==> src/rtl/cpu_pkg.sv <==
// Shared CPU-side definitions: arbiter state encoding, port ids and default memory latency.
package cpu_pkg;

    typedef enum logic [1:0] {
        IDLE,
        ISSUE,
        WAIT,
        RESP
    } arb_state_t;

    localparam logic PORT_IF = 1'b0;
    localparam logic PORT_D  = 1'b1;

    localparam int unsigned MEM_LAT_DEFAULT = 2;

endpackage

==> src/rtl/arb_rr2.sv <==
// Two-requester round-robin picker; masked requesters are never granted.
module arb_rr2
    import cpu_pkg::*;
(
    input  logic [1:0] req,
    input  logic [1:0] mask,
    input  logic       last,
    output logic [1:0] gnt,
    output logic       gnt_id
);

    logic [1:0] eff;

    always_comb begin
        eff    = req & ~mask;
        gnt    = '0;
        gnt_id = PORT_IF;
        // under contention the port not granted last wins
        if (eff == 2'b11) begin
            gnt_id = ~last;
        end else begin
            gnt_id = eff[1];
        end
        if (eff != 2'b00) begin
            gnt = gnt_id ? 2'b10 : 2'b01;
        end
    end

endmodule

==> src/rtl/mem_arbiter.sv <==
// Arbitrates IF and data accesses onto a single-port fixed-latency memory and returns one-cycle acks.
module mem_arbiter
    import cpu_pkg::*;
#(
    parameter int unsigned ADDR_W  = 32,
    parameter int unsigned DATA_W  = 32,
    parameter int unsigned MEM_LAT = MEM_LAT_DEFAULT
) (
    input  logic                clk,
    input  logic                rst,
    input  logic                if_req,
    input  logic [ADDR_W-1:0]   if_addr,
    output logic                if_ack,
    output logic [DATA_W-1:0]   if_rdata,
    input  logic                d_req,
    input  logic                d_we,
    input  logic [DATA_W/8-1:0] d_be,
    input  logic [ADDR_W-1:0]   d_addr,
    input  logic [DATA_W-1:0]   d_wdata,
    output logic                d_ack,
    output logic [DATA_W-1:0]   d_rdata,
    output logic                mem_en,
    output logic                mem_we,
    output logic [DATA_W/8-1:0] mem_be,
    output logic [ADDR_W-1:0]   mem_addr,
    output logic [DATA_W-1:0]   mem_wdata,
    input  logic [DATA_W-1:0]   mem_rdata
);

    localparam int unsigned BE_W  = DATA_W / 8;
    localparam int unsigned CNT_W = (MEM_LAT > 1) ? $clog2(MEM_LAT) : 1;

    arb_state_t       state, state_nxt;
    logic             owner;
    logic             last_grant;
    logic [CNT_W-1:0] cnt;
    logic             we_q;
    logic             grant;
    logic [1:0]       arb_mask;
    logic [1:0]       gnt;
    logic             gnt_id;

    // in RESP the acked port still holds req, so it is masked out
    assign arb_mask = (state == RESP) ? (owner ? 2'b10 : 2'b01) : 2'b00;

    arb_rr2 u_arb (
        .req    ({d_req, if_req}),
        .mask   (arb_mask),
        .last   (last_grant),
        .gnt    (gnt),
        .gnt_id (gnt_id)
    );

    always_comb begin
        state_nxt = state;
        grant     = 1'b0;
        mem_en    = 1'b0;
        if_ack    = 1'b0;
        d_ack     = 1'b0;
        case (state)
            IDLE: begin
                if (|gnt) begin
                    grant     = 1'b1;
                    state_nxt = ISSUE;
                end
            end
            ISSUE: begin
                mem_en    = 1'b1;
                state_nxt = WAIT;
            end
            WAIT: begin
                if (cnt == '0) state_nxt = RESP;
            end
            RESP: begin
                if_ack = (owner == PORT_IF);
                d_ack  = (owner == PORT_D);
                if (|gnt) begin
                    grant     = 1'b1;
                    state_nxt = ISSUE;
                end else begin
                    state_nxt = IDLE;
                end
            end
            default: state_nxt = IDLE;
        endcase
    end

    assign mem_we = we_q & mem_en;

    always_ff @(posedge clk) begin
        if (rst) begin
            state      <= IDLE;
            owner      <= PORT_IF;
            last_grant <= PORT_IF;
            cnt        <= '0;
            we_q       <= 1'b0;
            mem_be     <= '0;
            mem_addr   <= '0;
            mem_wdata  <= '0;
            if_rdata   <= '0;
            d_rdata    <= '0;
        end else begin
            state <= state_nxt;
            if (grant) begin
                owner      <= gnt_id;
                last_grant <= gnt_id;
                if (gnt_id == PORT_D) begin
                    mem_addr  <= d_addr;
                    mem_wdata <= d_wdata;
                    we_q      <= d_we;
                    mem_be    <= d_be;
                end else begin
                    mem_addr  <= if_addr;
                    mem_wdata <= '0;
                    we_q      <= 1'b0;
                    mem_be    <= {BE_W{1'b1}};
                end
            end
            if (state == ISSUE) begin
                cnt <= CNT_W'(MEM_LAT - 1);
            end else if (state == WAIT && cnt != '0) begin
                cnt <= cnt - CNT_W'(1);
            end
            if (state == WAIT && cnt == '0 && !we_q) begin
                if (owner == PORT_IF) if_rdata <= mem_rdata;
                else                  d_rdata  <= mem_rdata;
            end
        end
    end

endmodule

==> config.mk <==
export PLATFORM = sky130hd
export DESIGN_NAME = mem_arbiter
export DESIGN_NICKNAME = d
export VERILOG_FILES = /design/src/rtl/cpu_pkg.sv /design/src/rtl/arb_rr2.sv /design/src/rtl/mem_arbiter.sv
export SDC_FILE = /design/constraint.sdc
export NUM_CORES = 1
export LEC_CHECK = 0
export BUFFER_PORTS_ARGS = -buffer_cell sky130_fd_sc_hd__buf_4
export CORE_ASPECT_RATIO = 1.5
export CORE_MARGIN = 4
export CORE_UTILIZATION = 48
export DETAILED_ROUTE_END_ITERATION = 10
export PLACE_DENSITY = 0.86
export SYNTH_ARGS = -nofsm -noshare
export SYNTH_HDL_FRONTEND = slang
export SYNTH_SLANG_ARGS = --single-unit
==> constraint.sdc <==
create_clock -name clk -period 2.84 [get_ports clk]
set_clock_uncertainty 0.2 [all_clocks]
set_input_delay 0.568 -clock clk [delete_from_list [all_inputs] [get_ports clk]]
set_output_delay 0.568 -clock clk [all_outputs]
set_load 0.02 [all_outputs]
==> qor.txt <==
maximum clock frequency - 0.4289 GHz
PD cells - 995.9 nW/um^2
initial antenna violation count - 0
postcts setup bufs - 0
final global-route overflow total - 0
Core Util, Final - 75.97%
RSZ-0062 raised after global routing - false
hold_buf cts - 0
Crit path max-delay family - flip-flops
Starting Density - 49.79%
critical-path maximum fanout - 6
period utilization - 82.10%
Ant. Diodes - 0
CP max stage delay - 410 ps
Yosys Warn Count - 0
max-slew violations - 0
Post-synth ARST share - 0%
Overall Global Routing Usage - 25.68%
Post-Route WL - 16290 um
dominant synthesized flop cell - dfxtp_1
Tightest Pin Transition - 819.8 ps
Rows - 45
Mapped Avg Cell Area - 8.692 um^2
Cell Area, Synth - 5102 um^2
Critical Path RT - 2070 ps
Netlist cell types - 31
number of global-route vias before repair - 5263
CP Data Arrival Time - 1560 ps
Vias/cell - 5.249
CTS tree - built
layout net count - 985
Die X - 92.18 um
Die Span Y - 134.3 um
Hold Path Class - input port to flop
register area share after synthesis - 53.75%
Layout area overhead - 52.57%
IO Port Bufs - 272
flop and latch count out of synthesis - 137
Post-synth EDFFs - 0
Max clock buf depth - 2
Setup-failing EPs final - 0
antenna-violating nets left - 0
DRC - 0
crit end category - output port
cell area after layout - 7785 um^2
minimum clock period - 2332 ps
dpl hpwl - 11880 um
core area - 10250 um^2
Max VDD drop - 0.7425 mV
CTS sink cnt - 137
CTS Root Cell - clkbuf_16
Final Hold Viols - 0
Slew headroom - 45.29%
startpoint class of the critical path - flop
max_cap viols - 0
Mapped Nets - 729
slowest cell on the critical path - dfxtp_1
die area - 12380 um^2
Area after DPL - 7218 um^2
dpl ws - 570.9 ps
Post-Syn Instances - 587
Detailed Route Iter0 Violations - 241
worst setup path class - flop to output port
largest net degree at the start of global routing - 69
per-cell routed wire length - 16.34 um
Post-CTS Resized - 0
crit path cell chain - ha_1 -> nor2b_1 -> buf_4
Top Ports - 273
Leak Pwr - 3.533 nW
setup TNS - 0 ps
drt first pass iters - 5
H-tree depth - 4
ratio of cells with drive above 1 in the final layout - 37.27%
GPL Wtd Cong - 0.7908
Via Count - 5233
crit path buf inv count - 1
worst skew pair latency - 410 ps
Reg clk slew, reported paths - 70 ps
first-pass GRT wire length - 25520 um
Num CTS Buffers - 17
Final WS setup - 508.4 ps
outcome - completed
==> cells in the final DEF, fill, tap and decap left out, drive strengths merged <==
cell type,Yosys,layout
dfxtp,137,137
nor4,1,1
nand2,129,129
or3b,1,1
and3,1,1
a32o,1,1
clkinv,0,2
bufinv,0,1
nand3b,1,1
o311ai,1,1
and2,2,2
nor2b,1,1
a211oi,1,1
o22ai,4,4
nor3b,1,1
or4,1,1
nand3,1,1
o41ai,1,1
a211o,1,1
nor2,42,42
buf,14,284
ha,5,5
o21ai,34,34
inv,7,14
mux2i,33,33
a22oi,33,33
clkinvlp,0,4
a21oi,100,100
o211a,1,1
clkbuf,33,18
==> path summary, 6_finish.rpt <==
| path | start | endpoint | slack [ps] | depth (start not counted) |
|---|---|---|---|---|
| setup / recovery | state[1] | if_ack | 510 | 3 |
| hold / removal | d_wdata[14] | mem_wdata[14] | 190 | 3 |
| setup reg to reg | state[0] | mem_addr[8] | 550 | 6 |
| hold reg to reg | if_rdata[2] | if_rdata[2] | 250 | 2 |
==> cell usage after synthesis (2+ instances only) <==
library cell	number	area [um^2]
a21oi_1	100	500.5
nor2_1	42	157.7
ha_1	5	62.56
o22ai_1	4	25.02
inv_1	7	26.28
and2_1	2	12.51
mux2i_1	33	330.3
nand2_1	129	484.2
buf_2	10	50.05
clkbuf_2	2	10.01
o21ai_0	33	165.2
dfxtp_1	137	2743
a22oi_1	33	247.7
clkbuf_1	31	116.4
buf_6	3	33.78
==> tightest hold or removal path: cells and delay by family <==
family	cells	cell delay, ps
compound gates	1	50
buf+inv	1	80
simple gates	1	70
==> flip-flops by register name (all words and copies together) (netlist names) <==
name / flops
d_rdata: 32
if_rdata: 32
mem_addr: 32
mem_wdata: 32
mem_be: 4
state: 2
cnt: 1
last_grant: 1
we_q: 1
==> where the power goes <==
| group | total (mW) | internal, mW | switching [mW] |
|---|---|---|---|
| Sequential | 2.69 | 2.40 | 0.292 |
| Combinational | 2.95 | 1.16 | 1.79 |
| Clock | 2.11 | 1.23 | 0.886 |
| Total | 7.75 | 4.79 | 2.97 |
==> through the flow <==
stage / cells / hold WS, ps / power [mW]
6_report: 997 / 186.6 / 7.753
5_1_grt: 997 / 171.2 / 8.168
4_1_cts: 997 / 176.0 / 7.785
3_5_place_dp: 965 / 247.8 / 5.651
3_3_place_gp: 965 / 241.5 / 5.524
2_1_floorplan: 587 / 299.3 / 4.466
==> final cells by class <==
class / count / area (um^2)
multi-input combinational: 396 / 2141
clock inverter: 14 / 137.6
tap: 141 / 176.4
sequential: 137 / 2743
fill: 693 / 2462
timing repair buffer: 284 / 2132
clock buffer: 18 / 429.2
inverter: 7 / 26.28
==> cells by family (layout without fill, tap and decap cells) <==
| logic type | count (synthesis) | after routing | synth area share, % |
|---|---|---|---|
| AND/OR/NAND/NOR | 181 | 181 | 14.12 |
| multiplexers | 33 | 33 | 6.474 |
| adder cells (fa/ha/maj) | 5 | 5 | 1.226 |
| flip-flops | 137 | 137 | 53.75 |
| buffers and inverters | 54 | 323 | 4.782 |
| AO/OA/AOI/OAI | 177 | 177 | 19.64 |
==> routing by layer <==
metal / share of wire (%) / vias to the layer above / GRT usage (%)
met3: 9.6 / 33 / 8.754
met2: 52 / 275 / 45.77
met5: 0 / - / 0
met4: 3.2 / 0 / 10.41
met1: 35 / 2409 / 27.59
li1: - / 2516 / -
No activity file was read; power rests on OpenSTA's default activity.
